File: src/rtl/probe_conditioner.sv
// probe_conditioner: synchronises, optionally inverts and deglitches two
// asynchronous probe pins, then emits per-channel level or edge strobes for
// the correlator's x/y inputs. Filter and outputs advance only when i_cg=1.
module probe_conditioner #(
    parameter int SYNC_STAGES = 2,   // synchroniser depth, legal range 2..4
    parameter int FILTER_W    = 4    // stability counter / filter length width
) (
    input  logic                i_clk,
    input  logic                i_rst_n,
    input  logic                i_cg,
    input  logic                i_probeX,
    input  logic                i_probeY,
    input  logic                i_invertX,
    input  logic                i_invertY,
    input  logic [FILTER_W-1:0] i_filterLenX,
    input  logic [FILTER_W-1:0] i_filterLenY,
    input  logic [1:0]          i_modeX,
    input  logic [1:0]          i_modeY,
    output logic                o_x,
    output logic                o_y
);

    localparam int NCH = 2;

    // Output mode encoding
    localparam logic [1:0] MODE_LEVEL = 2'd0;
    localparam logic [1:0] MODE_RISE  = 2'd1;
    localparam logic [1:0] MODE_FALL  = 2'd2;
    localparam logic [1:0] MODE_ANY   = 2'd3;

    localparam logic [FILTER_W-1:0] CNT_MAX = {FILTER_W{1'b1}};
    localparam logic [FILTER_W-1:0] CNT_ONE = {{(FILTER_W-1){1'b0}}, 1'b1};

    // Channel 0 is X, channel 1 is Y; everything below is indexed by channel.
    logic [NCH-1:0]      probe_vec;
    logic [NCH-1:0]      invert_vec;
    logic [NCH-1:0]      out_vec;
    logic [FILTER_W-1:0] len_arr  [NCH];
    logic [1:0]          mode_arr [NCH];

    assign probe_vec   = {i_probeY, i_probeX};
    assign invert_vec  = {i_invertY, i_invertX};
    assign len_arr[0]  = i_filterLenX;
    assign len_arr[1]  = i_filterLenY;
    assign mode_arr[0] = i_modeX;
    assign mode_arr[1] = i_modeY;

    assign o_x = out_vec[0];
    assign o_y = out_vec[1];

    // Stability counter increment that sticks at all-ones instead of wrapping.
    // At all-ones the counter is >= any filter length, so the next differing
    // cycle always commits.
    function automatic logic [FILTER_W-1:0] sat_inc(input logic [FILTER_W-1:0] cnt);
        if (cnt == CNT_MAX) begin
            return cnt;
        end
        return cnt + CNT_ONE;
    endfunction

    // Output strobe from the stable value before (cur) and after (nxt) this
    // cycle's filter update. Edge modes can only fire on an actual transition,
    // so a mode change alone never produces a pulse.
    function automatic logic out_sel(input logic [1:0] mode,
                                     input logic       nxt,
                                     input logic       cur);
        logic res;
        unique case (mode)
            MODE_LEVEL: res = nxt;
            MODE_RISE:  res = nxt & ~cur;
            MODE_FALL:  res = ~nxt & cur;
            MODE_ANY:   res = nxt ^ cur;
            default:    res = 1'b0;
        endcase
        return res;
    endfunction

    for (genvar ch = 0; ch < NCH; ch++) begin : g_ch
        logic [SYNC_STAGES-1:0] sync_p0;   // synchroniser chain, [0] is the first flop
        logic                   raw;       // synchronised and polarity-corrected value
        logic                   stab_p1;   // accepted (stable) value S
        logic                   stab_d;
        logic [FILTER_W-1:0]    cnt_p1;    // consecutive-difference counter C
        logic [FILTER_W-1:0]    cnt_d;
        logic                   out_p2;

        // Synchroniser chain: runs every cycle, independent of the clock gate.
        always_ff @(posedge i_clk) begin
            if (!i_rst_n) begin
                sync_p0 <= '0;
            end else begin
                sync_p0 <= {sync_p0[SYNC_STAGES-2:0], probe_vec[ch]};
            end
        end

        // Inversion sits after the chain so a polarity change needs no resync.
        assign raw = sync_p0[SYNC_STAGES-1] ^ invert_vec[ch];

        // Stability filter next state: a new value is accepted once it has
        // differed from S on filterLen+1 consecutive enabled cycles.
        always_comb begin
            stab_d = stab_p1;
            cnt_d  = '0;
            if (raw != stab_p1) begin
                if (cnt_p1 >= len_arr[ch]) begin
                    stab_d = raw;
                end else begin
                    cnt_d = sat_inc(cnt_p1);
                end
            end
        end

        // Filter state and output register: advance only on enabled cycles.
        always_ff @(posedge i_clk) begin
            if (!i_rst_n) begin
                stab_p1 <= 1'b0;
                cnt_p1  <= '0;
                out_p2  <= 1'b0;
            end else if (i_cg) begin
                stab_p1 <= stab_d;
                cnt_p1  <= cnt_d;
                out_p2  <= out_sel(mode_arr[ch], stab_d, stab_p1);
            end
        end

        assign out_vec[ch] = out_p2;
    end

endmodule
File: config.mk
export PLATFORM = sky130hd
export DESIGN_NAME = probe_conditioner
export DESIGN_NICKNAME = d
export VERILOG_FILES = /design/src/rtl/probe_conditioner.sv
export SDC_FILE = /design/constraint.sdc
export NUM_CORES = 1
export LEC_CHECK = 0
export CORE_AREA = 2 2 49 51
export DETAILED_ROUTE_END_ITERATION = 7
export DIE_AREA = 0 0 51 53
export MAX_ROUTING_LAYER = met4
export PLACE_DENSITY = 0.85
export SETUP_SLACK_MARGIN = 0.5
export SYNTH_ARGS = -nofsm -noshare
export SYNTH_HDL_FRONTEND = slang
export SYNTH_SLANG_ARGS = --single-unit
File: constraint.sdc
create_clock -name i_clk -period 8.1 [get_ports i_clk]
set_clock_uncertainty 0.15 [all_clocks]
set_input_delay 1.62 -clock i_clk [delete_from_list [all_inputs] [get_ports i_clk]]
set_output_delay 1.62 -clock i_clk [all_outputs]
set_load 0.02 [all_outputs]
; Yosys cells after proc, flatten, opt, wreduce, memory -nomap -nowiden
; Cells that the tools add are included.
[word_totals]
latch_bits = 0
elab_cells = 58
mem_bits_rw = 0
romBits = 0
register_bits = 16
mem_count = 0
[classes]
muxes = 18
shift = 0
add_sub_neg = 2
n_mul = 0
reduce_logical = 4
eq_ne = 12
n_div = 0
bitwise = 12
magnitude_cmp = 2
[op_table]
columns = cell, n
row1 = 4-bit two-way mux, 6
row2 = 1-bit two-way mux, 10
row3 = "4-bit by 1-bit adder with 4-bit output, second input constant", 2
row4 = "2-bit equality test, second input constant", 4
row5 = "4-bit equality test, second input constant", 2
row6 = 4-bit greater-or-equal comparator, 2
row7 = "4-bit != test, second input constant", 2
row8 = 1-bit case mux with 4 select lines, 2
row9 = 1-bit AND, 4
row10 = "2-bit by 1-bit equality test with 1-bit output, second input constant", 2
row11 = 2-bit logical NOT, 2
row12 = 1-bit NOT, 4
row13 = 2-bit AND reduction, 2
row14 = 1-bit XOR, 4
row15 = 1-bit != test, 2

; Depth between registers and ports, before layout
; Gate-level depths: netlist (run 1).
[depth]
word_depth = 7
depth_mapped = 12
depth_no_buf = 12

; Worst setup path after synthesis (run 1)
; OpenSTA, ideal clock, no wires.
[synth_timing]
path_kind = input-to-reg
start = in i_filterLenY[0]
end = reg g_ch[1].out_p2, in the netlist o_y
slack_ns = 4.355
setup_ns = 0.096
path_buffers = 0
arrival_time_ns = 3.500
path_stages = 11
path_cell_list = ha_1 nand2b_4 a2111oi_4 nor2_2 mux2i_2 inv_1 ha_1 nand2_1 o211ai_1 a31o_2 o41ai_2
[synth_via]
elab_chain_cells = 6
elab_cells_between_ends = 8
[synth_lines]
columns = item, line
row1 = from (decl), 16  ; input logic [FILTER_W-1:0] i_filterLenY,
row2 = 4-bit greater-or-equal comparator (*), 105  ; if (cnt_p1 >= len_arr[ch]) begin
row3 = 1-bit two-way mux (*), 105
row4 = 1-bit two-way mux (*), 104  ; if (raw != stab_p1) begin
row5 = named net g_ch[1].stab_d, 82  ; logic stab_d;
row6 = 1-bit NOT, 71  ; MODE_FALL: res = ~nxt & cur;
row7 = 1-bit AND, 71
row8 = 1-bit case mux with 4 select lines (*), 68  ; unique case (mode)
row9 = to (signal assigned), 122  ; out_p2 <= out_sel(mode_arr[ch], stab_d, stab_p1);
row10 = to (decl), 85  ; logic out_p2;
; Mark *: on every way through the listed nets, which the timed path passes. The rest lies on a longest branch.
; A chain may end at the register's enable or synchronous reset.

; Worst setup path in the final report (run 1)
; Ends and elaborated chain as after synthesis.

==> run_summary.xml, run 1 <==
<?xml version="1.0" encoding="UTF-8"?>
<metrics>
  <group name="status">
    <metric name="outcome" unit="">completed</metric>
  </group>
  <group name="finish">
    <metric name="num_antenna_cells" unit="">0</metric>
    <metric name="drive_gt1_frac" unit="">0.1067</metric>
    <metric name="final.fill_count" unit="">184</metric>
    <metric name="area.growth.synth_to_final" unit="%">22.07</metric>
    <metric name="layout.nets" unit="">184</metric>
    <metric name="stdcell_area" unit="um2">1419</metric>
  </group>
  <group name="timing">
    <metric name="report.final.hold_viol_count" unit="">0</metric>
    <metric name="drv_slew" unit="">0</metric>
    <metric name="tightestPinTransition" unit="ps">772.3</metric>
    <metric name="timing.fmax" unit="MHz">251.8</metric>
    <metric name="finalSetupViolations" unit="">0</metric>
    <metric name="rsz0062_at_grt" unit="">no</metric>
    <metric name="tns_setup" unit="ps">0</metric>
    <metric name="period_needed" unit="ps">3971</metric>
    <metric name="fin_crit_sh" unit="">0.4903</metric>
    <metric name="max_slew_margin" unit="">0.4835</metric>
  </group>
  <group name="route">
    <metric name="drt_wl_total" unit="mm">2.317</metric>
    <metric name="post-route-drc-count" unit="">0</metric>
    <metric name="detail_route.wl_per_cell" unit="um">13.02</metric>
    <metric name="vias_cell" unit="">5.770</metric>
    <metric name="detail_route.first_pass.iterations" unit="">4</metric>
    <metric name="via_count" unit="">1027</metric>
    <metric name="final_antenna_net_count" unit="">0</metric>
    <metric name="initial_drc_count" unit="">15</metric>
  </group>
  <group name="clock_tree">
    <metric name="ctsHoldBuffers" unit="">0</metric>
    <metric name="cts-resized-gates" unit="">0</metric>
    <metric name="ctsHtreeMaxLevel" unit="">1</metric>
    <metric name="tritoncts" unit="">yes</metric>
    <metric name="clk_path_buf_depth" unit="">2</metric>
    <metric name="clock_pin_slew_worst_setup_and_hold_paths" unit="ps">90</metric>
    <metric name="root_buffer" unit="">sky130_fd_sc_hd__clkbuf_4</metric>
    <metric name="clkLatencyLatePin" unit="ps">290</metric>
    <metric name="numCtsBuffers" unit="">3</metric>
    <metric name="cts_num_sinks" unit="">16</metric>
    <metric name="post_cts.repair.setup_buffers" unit="">0</metric>
  </group>
  <group name="logic_synthesis">
    <metric name="synthesis.yosys.warnings" unit="">0</metric>
    <metric name="seq_total_area_yosys" unit="">0.2756</metric>
    <metric name="netlist.area_leader.share" unit="">0.2756</metric>
    <metric name="synthCells" unit="">130</metric>
    <metric name="post_synthesis_area_per_instance" unit="um2">8.941</metric>
    <metric name="synth_area_leaders" unit="">sky130_fd_sc_hd__dfxtp_1, sky130_fd_sc_hd__ha_1, sky130_fd_sc_hd__a2111oi_4</metric>
    <metric name="post-synth-top-area-cell" unit="">sky130_fd_sc_hd__dfxtp_1</metric>
    <metric name="ys_types" unit="">33</metric>
    <metric name="mappedNetlistNets" unit="">163</metric>
    <metric name="postSynthRegisterBits" unit="">16</metric>
    <metric name="cell_area_after_synthesis" unit="um2">1162</metric>
  </group>
  <group name="floorplanning">
    <metric name="io-pin-count" unit="">21</metric>
    <metric name="start_util" unit="">0.5411</metric>
    <metric name="floorplan.die.height" unit="um">53</metric>
    <metric name="placementRows" unit="">17</metric>
    <metric name="core" unit="um2">2148</metric>
    <metric name="dieArea" unit="um2">2703</metric>
    <metric name="fp.dieW" unit="um">51</metric>
  </group>
  <group name="critical_path">
    <metric name="critPathLaunchType" unit="">input pin</metric>
    <metric name="criticalPathCategory" unit="">input pin to flip-flop</metric>
    <metric name="critPathCaptureType" unit="">flip-flop</metric>
    <metric name="worst_ep_required_time" unit="ps">8160</metric>
    <metric name="cp.arrival" unit="ps">4030</metric>
    <metric name="critical_path_fanouts_max" unit="">4</metric>
  </group>
  <group name="place">
    <metric name="post_dp_cell_area" unit="um2">1383</metric>
    <metric name="portBuffers" unit="">20</metric>
    <metric name="gp_congestion" unit="">0.7908</metric>
    <metric name="detailedPlacementHpwl" unit="mm">1.781</metric>
  </group>
  <group name="grt">
    <metric name="vias_in_the_first_global_route" unit="">1015</metric>
    <metric name="total_routing_usage_reported_by_global_routing" unit="">0.2095</metric>
    <metric name="grt_start_max_net_pins" unit="">25</metric>
    <metric name="global_route_wire_length_before_repair" unit="mm">4.167</metric>
    <metric name="grt_overflow_total" unit="">0</metric>
    <metric name="grt_antenna_before_repair" unit="">0</metric>
  </group>
  <group name="power">
    <metric name="clock_power_share" unit="">0.291</metric>
    <metric name="static-leakage-power" unit="nW">0.6022</metric>
    <metric name="power.switching" unit="mW">0.05049</metric>
    <metric name="pwr_density_cell" unit="nW/um2">130.1</metric>
    <metric name="pwr-share-seq" unit="">0.458</metric>
    <metric name="vdd_drop_max" unit="mV">0.1089</metric>
    <metric name="share_comb_of_total_power" unit="">0.251</metric>
    <metric name="power_switching_share" unit="">0.2736</metric>
    <metric name="cell_internal_pwr" unit="mW">0.1341</metric>
  </group>
  <group name="job">
    <metric name="max_cap_viol_count" unit="">0</metric>
  </group>
  <group name="min_path">
    <metric name="holdCritPathClass" unit="">flip-flop to flip-flop</metric>
  </group>
</metrics>
## cells by family after synthesis
logic type / after synthesis / share of synthesized area
adder cells (fa/ha/maj): 14 / 0.1507
multiplexers: 3 / 0.03230
XOR/XNOR: 4 / 0.03015
AND/OR/NAND/NOR: 42 / 0.2185
flip-flops: 16 / 0.2756
buffers and inverters: 17 / 0.05490
AO/OA/AOI/OAI: 34 / 0.2379
## power by group through the flow
| stage | logic, mW | clock network (mW) | registers [mW] |
|---|---|---|---|
| 2_1_floorplan | 0.0297 | 0 | 0.0866 |
| 3_3_place_gp | 0.0444 | 0 | 0.0862 |
| 3_5_place_dp | 0.0464 | 0 | 0.0864 |
| 4_1_cts | 0.0467 | 0.0560 | 0.0846 |
| 5_1_grt | 0.0515 | 0.0599 | 0.0852 |
| 6_report | 0.0463 | 0.0536 | 0.0846 |
## worst max-delay path: stages
cell	delay (ps)
sky130_fd_sc_hd__clkdlybuf4s50_1	400
sky130_fd_sc_hd__ha_1	280
sky130_fd_sc_hd__nand2b_4	150
sky130_fd_sc_hd__a2111oi_4	430
sky130_fd_sc_hd__nor2_2	100
sky130_fd_sc_hd__mux2i_2	260
sky130_fd_sc_hd__inv_1	80
sky130_fd_sc_hd__ha_1	270
sky130_fd_sc_hd__nand2_1	60
sky130_fd_sc_hd__o211ai_1	80
sky130_fd_sc_hd__a31o_2	240
sky130_fd_sc_hd__o41ai_2	40
## stage by stage
stage / std cells / power, mW / utilization / setup WS, ps / hold slack, ps
after floorplan: 130 / 0.1163 / - / 4355 / 261.9
after global placement: 174 / 0.1306 / 0.6436 / 3870 / 273.0
after detailed placement: 174 / 0.1328 / 0.6436 / 3808 / 282.1
after CTS: 178 / 0.1872 / 0.6605 / 4112 / 307.3
after global routing: 178 / 0.1966 / 0.6605 / 3995 / 339.9
final: 178 / 0.1846 / 0.6605 / 4129 / 300.9
## cell usage after synthesis
cell type / count
sky130_fd_sc_hd__o22ai_1: 1
sky130_fd_sc_hd__clkbuf_1: 4
sky130_fd_sc_hd__a21oi_1: 7
sky130_fd_sc_hd__ha_1: 14
sky130_fd_sc_hd__and2_1: 4
sky130_fd_sc_hd__xor2_1: 2
sky130_fd_sc_hd__a41o_1: 2
sky130_fd_sc_hd__o41ai_2: 1
sky130_fd_sc_hd__nor2_1: 2
sky130_fd_sc_hd__o21ai_1: 4
sky130_fd_sc_hd__nand3b_1: 5
sky130_fd_sc_hd__nor4b_1: 2
sky130_fd_sc_hd__o311ai_1: 4
sky130_fd_sc_hd__o21a_1: 2
sky130_fd_sc_hd__o211ai_1: 1
sky130_fd_sc_hd__nand3_1: 6
sky130_fd_sc_hd__nor3b_1: 2
sky130_fd_sc_hd__o21ai_0: 5
sky130_fd_sc_hd__mux2i_2: 2
sky130_fd_sc_hd__nand2_1: 10
sky130_fd_sc_hd__mux2i_1: 1
sky130_fd_sc_hd__or3_1: 1
sky130_fd_sc_hd__inv_1: 13
sky130_fd_sc_hd__o21a_2: 2
sky130_fd_sc_hd__xnor2_1: 2
sky130_fd_sc_hd__nand4_1: 4
sky130_fd_sc_hd__a21o_1: 2
sky130_fd_sc_hd__a2111oi_4: 2
sky130_fd_sc_hd__dfxtp_1: 16
sky130_fd_sc_hd__nor2_2: 2
sky130_fd_sc_hd__a31o_2: 1
sky130_fd_sc_hd__nand2b_4: 2
sky130_fd_sc_hd__and3_1: 2
## state kept, by name, indices dropped and copies added, names as in the netlist
| signal | count |
|---|---|
| g_ch.cnt_p1 | 8 |
| g_ch.stab_p1 | 2 |
| g_ch.sync_p0 | 4 |
| o_x | 1 |
| o_y | 1 |
## worst paths after layout
| kind | cells after the start | slack, ps | end | startpoint |
|---|---|---|---|---|
| worst max register to register | 12 | 5350 | o_y | g_ch[1].cnt_p1[0] |
| worst max-delay path | 12 | 4130 | o_y | i_filterLenY[0] |
| worst min-delay path | 1 | 300 | g_ch[0].sync_p0[1] | g_ch[0].sync_p0[0] |
| worst min register to register | 1 | 300 | g_ch[0].sync_p0[1] | g_ch[0].sync_p0[0] |
## placed cells by master, fill, tap and decap left out, types with 2 or more instances in the layout
cell type / instances
sky130_fd_sc_hd__a21o_1: 2
sky130_fd_sc_hd__o311ai_1: 4
sky130_fd_sc_hd__nand3_1: 6
sky130_fd_sc_hd__inv_1: 13
sky130_fd_sc_hd__o21ai_0: 5
sky130_fd_sc_hd__nor3b_1: 2
sky130_fd_sc_hd__nand4_1: 4
sky130_fd_sc_hd__o21ai_1: 4
sky130_fd_sc_hd__o21a_1: 2
sky130_fd_sc_hd__xnor2_1: 2
sky130_fd_sc_hd__a41o_1: 2
sky130_fd_sc_hd__ha_1: 14
sky130_fd_sc_hd__nor2_1: 2
sky130_fd_sc_hd__clkbuf_4: 3
sky130_fd_sc_hd__o21a_2: 2
sky130_fd_sc_hd__mux2i_2: 2
sky130_fd_sc_hd__dfxtp_1: 16
sky130_fd_sc_hd__xor2_1: 2
sky130_fd_sc_hd__nand2b_4: 2
sky130_fd_sc_hd__a21oi_1: 7
sky130_fd_sc_hd__and2_1: 4
sky130_fd_sc_hd__nand3b_1: 5
sky130_fd_sc_hd__a2111oi_4: 2
sky130_fd_sc_hd__and3_1: 2
sky130_fd_sc_hd__nor2_2: 2
sky130_fd_sc_hd__nand2_1: 10
sky130_fd_sc_hd__nor4b_1: 2
sky130_fd_sc_hd__clkdlybuf4s50_1: 20
## layout make-up
type,instances,area (um2),area share
well taps,28,35.03,0.02469
repair buffers,20,200.2,0.1411
inverters,13,48.80,0.03439
multi-input cells,97,778.2,0.5485
flip-flops and latches,16,320.3,0.2257
clock buffers,4,36.28,0.02557
## routing by layer
layer  vias up  global-route usage  wire (um)
li1        521                   -          -
met1       488              0.2155        990
met2        13              0.3896       1231
met3         5             0.05932         76
met4         0             0.05856         19
met5         -                   -          0
Power figures use the tool's default switching activity.
==> run 2, diff against run 1 <==
CORE_AREA = 2 2 54 56   (was 2 2 49 51)
DIE_AREA = 0 0 56 58   (was 0 0 51 53)
PLACE_DENSITY = 0.75   (was 0.85)
clock period = 3.6 ns   (was 8.1 ns; I/O delays follow)
==> run_summary.xml, run 2 (same netlist as run 1, synthesis figures left out) <==
<?xml version="1.0" encoding="UTF-8"?>
<metrics>
  <group name="grt">
    <metric name="grt_start_max_net_pins" unit="">18</metric>
    <metric name="vias_in_the_first_global_route" unit="">991</metric>
    <metric name="grt_overflow_total" unit="">0</metric>
    <metric name="total_routing_usage_reported_by_global_routing" unit="">0.1583</metric>
    <metric name="global_route_wire_length_before_repair" unit="mm">4.071</metric>
    <metric name="grt_antenna_before_repair" unit="">0</metric>
  </group>
  <group name="finish">
    <metric name="layout.nets" unit="">190</metric>
    <metric name="drive_gt1_frac" unit="">0.1355</metric>
    <metric name="area.growth.synth_to_final" unit="%">25.08</metric>
    <metric name="largest_reg_flops" unit="">8</metric>
    <metric name="layout_top_registers" unit="">g_ch.cnt_p1 x8, g_ch.sync_p0 x4, g_ch.stab_p1 x2</metric>
    <metric name="num_antenna_cells" unit="">0</metric>
    <metric name="regMostFlops" unit="">g_ch.cnt_p1</metric>
    <metric name="final.fill_count" unit="">249</metric>
    <metric name="most-common-layout-cells" unit="">sky130_fd_sc_hd__clkdlybuf4s50_1, sky130_fd_sc_hd__dfxtp_1, sky130_fd_sc_hd__ha_1, sky130_fd_sc_hd__inv_1, sky130_fd_sc_hd__nand2_1</metric>
    <metric name="stdcell_area" unit="um2">1454</metric>
    <metric name="most_common_cell_after_layout_fill_and_taps_aside" unit="">sky130_fd_sc_hd__clkdlybuf4s50_1</metric>
  </group>
  <group name="critical_path">
    <metric name="critical_path_fanouts_max" unit="">3</metric>
    <metric name="cp_slowest_cell" unit="">sky130_fd_sc_hd__clkdlybuf4s50_1</metric>
    <metric name="critPathLaunchType" unit="">input pin</metric>
    <metric name="cp.arrival" unit="ps">3070</metric>
    <metric name="timing.critical_path.cells" unit="">clkdlybuf4s50_1, inv_1, ha_1, a2111oi_4, nor2_2, mux2i_2, inv_1, ha_1, nand2_1, o211ai_1, a31o_2, o41ai_2</metric>
    <metric name="max_stage_delay" unit="ps">450</metric>
    <metric name="worst_ep_required_time" unit="ps">3640</metric>
    <metric name="critPathCaptureType" unit="">flip-flop</metric>
    <metric name="criticalPathCategory" unit="">input pin to flip-flop</metric>
  </group>
  <group name="clock_tree">
    <metric name="root_buffer" unit="">sky130_fd_sc_hd__clkbuf_4</metric>
    <metric name="tritoncts" unit="">yes</metric>
    <metric name="cts_num_sinks" unit="">16</metric>
    <metric name="clkLatencyLatePin" unit="ps">280</metric>
    <metric name="clk_path_buf_depth" unit="">2</metric>
    <metric name="numCtsBuffers" unit="">3</metric>
    <metric name="clock_pin_slew_worst_setup_and_hold_paths" unit="ps">90</metric>
    <metric name="ctsHtreeMaxLevel" unit="">1</metric>
    <metric name="cts-resized-gates" unit="">0</metric>
  </group>
  <group name="floorplanning">
    <metric name="start_util" unit="">0.4366</metric>
    <metric name="fp.dieW" unit="um">56</metric>
    <metric name="placementRows" unit="">19</metric>
    <metric name="io-pin-count" unit="">21</metric>
    <metric name="floorplan.die.height" unit="um">58</metric>
    <metric name="dieArea" unit="um2">3248</metric>
    <metric name="core" unit="um2">2663</metric>
  </group>
  <group name="route">
    <metric name="drt_wl_total" unit="mm">2.299</metric>
    <metric name="detail_route.wl_per_cell" unit="um">12.36</metric>
    <metric name="final_antenna_net_count" unit="">0</metric>
    <metric name="initial_drc_count" unit="">11</metric>
    <metric name="vias_cell" unit="">5.516</metric>
    <metric name="via_count" unit="">1026</metric>
    <metric name="detail_route.first_pass.iterations" unit="">4</metric>
    <metric name="post-route-drc-count" unit="">0</metric>
  </group>
  <group name="timing">
    <metric name="finalSetupViolations" unit="">0</metric>
    <metric name="fin_crit_sh" unit="">0.8397</metric>
    <metric name="rsz0062_at_grt" unit="">yes</metric>
    <metric name="report.final.hold_viol_count" unit="">0</metric>
    <metric name="tns_setup" unit="ps">0</metric>
    <metric name="tightestPinTransition" unit="ps">418.9</metric>
    <metric name="period_needed" unit="ps">3023</metric>
    <metric name="max_slew_margin" unit="">0.7199</metric>
    <metric name="timing.fmax" unit="MHz">330.8</metric>
    <metric name="hold-worst-slack" unit="ps">292.2</metric>
    <metric name="drv_slew" unit="">0</metric>
  </group>
  <group name="job">
    <metric name="max_cap_viol_count" unit="">0</metric>
  </group>
  <group name="min_path">
    <metric name="holdCritPathClass" unit="">flip-flop to flip-flop</metric>
  </group>
  <group name="power">
    <metric name="pwr_density_cell" unit="nW/um2">269.8</metric>
    <metric name="vdd_drop_max" unit="mV">0.2608</metric>
    <metric name="static-leakage-power" unit="nW">0.6220</metric>
    <metric name="tot_pwr" unit="mW">0.3922</metric>
  </group>
  <group name="place">
    <metric name="portBuffers" unit="">20</metric>
    <metric name="detailedPlacementHpwl" unit="mm">1.836</metric>
    <metric name="gp_congestion" unit="">0.8442</metric>
    <metric name="post_dp_cell_area" unit="um2">1401</metric>
  </group>
  <group name="status">
    <metric name="outcome" unit="">completed</metric>
  </group>
</metrics>
[run 2: through the flow]
| step | std cells | setup slack (ps) | util |
|---|---|---|---|
| 2_1_floorplan | 130 | 754.7 | - |
| 3_3_place_gp | 179 | 262.4 | 0.5263 |
| 3_5_place_dp | 179 | 161.7 | 0.5263 |
| 4_1_cts | 183 | 546.8 | 0.5376 |
| 5_1_grt | 186 | 482.4 | 0.5461 |
| 6_report | 186 | 576.9 | 0.5461 |
[run 2: repair_timing]
item,CTS,global route
setup endpoints to repair,1,2
buffers inserted,1,3
cloned,0,0
pin swaps,0,3
hold buffers,0,0
[run 2: worst paths after layout]
| path | endpoint | start | slack, ps | cells after the start |
|---|---|---|---|---|
| max | o_y | i_filterLenY[1] | 580 | 12 |
| min | g_ch[0].sync_p0[1] | g_ch[0].sync_p0[0] | 290 | 1 |
| max reg2reg | o_y | g_ch[1].cnt_p1[0] | 950 | 12 |
| min reg2reg | g_ch[0].sync_p0[1] | g_ch[0].sync_p0[0] | 290 | 1 |
[run 2: layout make-up]
type                    count  area [um2]  share of cell area
clock buffers               3       22.52             0.01549
inverters                  13       48.80             0.03356
multi-input cells          97       778.2              0.5353
flip-flops and latches     16       320.3              0.2203
well taps                  31       38.79             0.02668
repair buffers             26       245.2              0.1687
[run 2: critical path: cells and delay by family]
family | cells | cell delay, ps
compound gates | 4 | 800
fa+ha+maj | 2 | 590
buf+inv | 3 | 570
mux | 1 | 210
simple gates | 2 | 170
[run 2: routing by layer]
metal,global-route usage,vias to the layer above,wire [um]
li1,-,523,-
met4,0.04422,0,45
met1,0.1853,475,972
met5,-,-,0
met2,0.2689,24,1201
met3,0.04241,4,79
[run 2: report_power, final]
group / internal (mW) / switching (mW)
Clock: 0.0388 / 0.0505
Sequential: 0.184 / 0.00647
Combinational: 0.0625 / 0.0501
Total: 0.285 / 0.107
==> run 3, diff against run 2 <==
clock period = 2.45 ns   (was 3.6 ns; I/O delays follow)
==> run_summary.xml, run 3 (same netlist as run 1, synthesis figures left out) <==
<?xml version="1.0" encoding="UTF-8"?>
<metrics>
  <group name="status">
    <metric name="outcome" unit="">completed</metric>
  </group>
  <group name="clock_tree">
    <metric name="tritoncts" unit="">yes</metric>
    <metric name="cts_num_sinks" unit="">16</metric>
    <metric name="ctsHoldBuffers" unit="">0</metric>
    <metric name="numCtsBuffers" unit="">3</metric>
    <metric name="ctsHtreeMaxLevel" unit="">1</metric>
    <metric name="root_buffer" unit="">sky130_fd_sc_hd__clkbuf_4</metric>
    <metric name="clk_path_buf_depth" unit="">2</metric>
    <metric name="clkLatencyLatePin" unit="ps">290</metric>
    <metric name="clock_pin_slew_worst_setup_and_hold_paths" unit="ps">100</metric>
  </group>
  <group name="finish">
    <metric name="num_antenna_cells" unit="">0</metric>
    <metric name="largest_reg_flops" unit="">8</metric>
    <metric name="final_instance_count_excl_fillers" unit="">207</metric>
    <metric name="regMostFlops" unit="">g_ch.cnt_p1</metric>
    <metric name="drive_gt1_frac" unit="">0.4091</metric>
    <metric name="most-common-layout-cells" unit="">sky130_fd_sc_hd__buf_4, sky130_fd_sc_hd__dfxtp_1, sky130_fd_sc_hd__clkdlybuf4s50_1, sky130_fd_sc_hd__nand2_1, sky130_fd_sc_hd__inv_1</metric>
    <metric name="layout.nets" unit="">210</metric>
    <metric name="fin_util" unit="">0.6659</metric>
    <metric name="stdcell_area" unit="um2">1773</metric>
    <metric name="final.fill_count" unit="">208</metric>
    <metric name="layout_top_registers" unit="">g_ch.cnt_p1 x8, g_ch.sync_p0 x4, g_ch.stab_p1 x2</metric>
    <metric name="most_common_cell_after_layout_fill_and_taps_aside" unit="">sky130_fd_sc_hd__buf_4</metric>
    <metric name="area.growth.synth_to_final" unit="%">52.53</metric>
  </group>
  <group name="timing">
    <metric name="timing.fmax" unit="MHz">421.3</metric>
    <metric name="finalSetupViolations" unit="">0</metric>
    <metric name="tightestPinTransition" unit="ps">346.7</metric>
    <metric name="drv_slew" unit="">0</metric>
    <metric name="rsz0062_at_grt" unit="">yes</metric>
    <metric name="period_needed" unit="ps">2374</metric>
    <metric name="tns_setup" unit="ps">0</metric>
    <metric name="fin_crit_sh" unit="">0.9689</metric>
    <metric name="report.final.hold_viol_count" unit="">0</metric>
    <metric name="max_slew_margin" unit="">0.7672</metric>
  </group>
  <group name="place">
    <metric name="detailedPlacementHpwl" unit="mm">2.046</metric>
    <metric name="portBuffers" unit="">20</metric>
    <metric name="gp_congestion" unit="">0.8026</metric>
    <metric name="placed_cells" unit="">193</metric>
    <metric name="post_dp_cell_area" unit="um2">1559</metric>
  </group>
  <group name="floorplanning">
    <metric name="fp.dieW" unit="um">56</metric>
    <metric name="core" unit="um2">2663</metric>
    <metric name="start_util" unit="">0.4366</metric>
    <metric name="io-pin-count" unit="">21</metric>
    <metric name="dieArea" unit="um2">3248</metric>
    <metric name="placementRows" unit="">19</metric>
    <metric name="floorplan.die.height" unit="um">58</metric>
  </group>
  <group name="route">
    <metric name="drt_wl_total" unit="mm">3.066</metric>
    <metric name="detail_route.wl_per_cell" unit="um">14.81</metric>
    <metric name="post-route-drc-count" unit="">0</metric>
    <metric name="initial_drc_count" unit="">36</metric>
    <metric name="vias_cell" unit="">5.725</metric>
    <metric name="final_antenna_net_count" unit="">0</metric>
    <metric name="via_count" unit="">1185</metric>
    <metric name="detail_route.first_pass.iterations" unit="">4</metric>
  </group>
  <group name="job">
    <metric name="max_cap_viol_count" unit="">0</metric>
  </group>
  <group name="critical_path">
    <metric name="setup.reg_to_reg.worst_slack" unit="ps">90</metric>
    <metric name="critPathLaunchType" unit="">input pin</metric>
    <metric name="rr_worst_depth" unit="">12</metric>
    <metric name="crit_reg_reg_startpoint" unit="">g_ch[1].cnt_p1[0]</metric>
    <metric name="criticalPathCategory" unit="">input pin to flip-flop</metric>
    <metric name="critPathCaptureType" unit="">flip-flop</metric>
    <metric name="worstReg2RegEnd" unit="">o_y</metric>
    <metric name="cp.arrival" unit="ps">2430</metric>
    <metric name="worst_ep_required_time" unit="ps">2510</metric>
    <metric name="critical_path_fanouts_max" unit="">2</metric>
  </group>
  <group name="power">
    <metric name="vdd_drop_max" unit="mV">0.2911</metric>
    <metric name="static-leakage-power" unit="nW">0.7574</metric>
    <metric name="tot_pwr" unit="mW">0.6877</metric>
    <metric name="pwr_density_cell" unit="nW/um2">387.9</metric>
  </group>
  <group name="grt">
    <metric name="grt_overflow_total" unit="">0</metric>
    <metric name="grt_start_max_net_pins" unit="">21</metric>
    <metric name="total_routing_usage_reported_by_global_routing" unit="">0.2016</metric>
    <metric name="global_route_wire_length_before_repair" unit="mm">5.099</metric>
    <metric name="grt_antenna_before_repair" unit="">0</metric>
    <metric name="vias_in_the_first_global_route" unit="">1198</metric>
  </group>
  <group name="min_path">
    <metric name="whs_endpoint" unit="">g_ch[0].sync_p0[1]</metric>
    <metric name="timing.hold.worst_path_depth" unit="">1</metric>
    <metric name="timing.hold.worst.start" unit="">g_ch[0].sync_p0[0]</metric>
    <metric name="holdCritPathClass" unit="">flip-flop to flip-flop</metric>
  </group>
</metrics>
[run 3: area by class of cell]
type | instances | area [um2] | share of cell area
multi-input cells | 97 | 923.4 | 0.5208
repair buffers | 46 | 390.4 | 0.2202
flip-flops and latches | 16 | 332.8 | 0.1877
inverters | 13 | 51.30 | 0.02893
well taps | 31 | 38.79 | 0.02188
clock buffers | 4 | 36.28 | 0.02047
[run 3: per-stage QoR]
stage	worst slack [ps]	hold WS (ps)
floorplan	-32.03	261.9
global placement	-482.8	269.2
detailed placement	-550.9	278.2
CTS	6.460	305.2
global route	-33.48	317.5
finish	76.24	298.4
[run 3: what timing repair did]
| item | in CTS | in global routing |
|---|---|---|
| endpoints found under the hold margin | 0 | 0 |
| endpoints found under the setup margin | 12 | 11 |
| gates resized for setup | 45 | 8 |
| setup buffers | 9 | 1 |
| pin swaps | 24 | 11 |
[run 3: routing by layer]
layer / vias up / routed length, um / track usage
li1: 568 / - / -
met1: 570 / 1274 / 0.2352
met2: 40 / 1585 / 0.3563
met3: 7 / 155 / 0.02902
met4: 0 / 51 / 0.06803
met5: - / 0 / -
[run 3: worst max-delay path, cell delays in order]
cell	delay, ps
sky130_fd_sc_hd__dlygate4sd2_1	240
sky130_fd_sc_hd__inv_2	60
sky130_fd_sc_hd__ha_4	200
sky130_fd_sc_hd__a2111oi_4	400
sky130_fd_sc_hd__nor2_2	90
sky130_fd_sc_hd__mux2i_2	210
sky130_fd_sc_hd__inv_1	70
sky130_fd_sc_hd__ha_1	260
sky130_fd_sc_hd__nand2_1	60
sky130_fd_sc_hd__o211ai_1	80
sky130_fd_sc_hd__a31o_2	240
sky130_fd_sc_hd__o41ai_2	40
[run 3: power breakdown]
group	total (mW)	switching, mW	internal [mW]
Combinational	0.230	0.104	0.126
Clock	0.182	0.0915	0.0906
Sequential	0.275	0.00695	0.268
Total	0.688	0.202	0.485
[run 3: worst max path at each step]
stage	start	end	depth (start not counted)
after floorplan	i_filterLenY[0]	o_y	11
after global placement	i_filterLenY[0]	o_y	12
after detailed placement	i_filterLenY[0]	o_y	12
after CTS	g_ch[1].cnt_p1[0]	o_y	12
after global routing	g_ch[1].cnt_p1[0]	o_y	12
final	i_filterLenY[1]	o_y	12
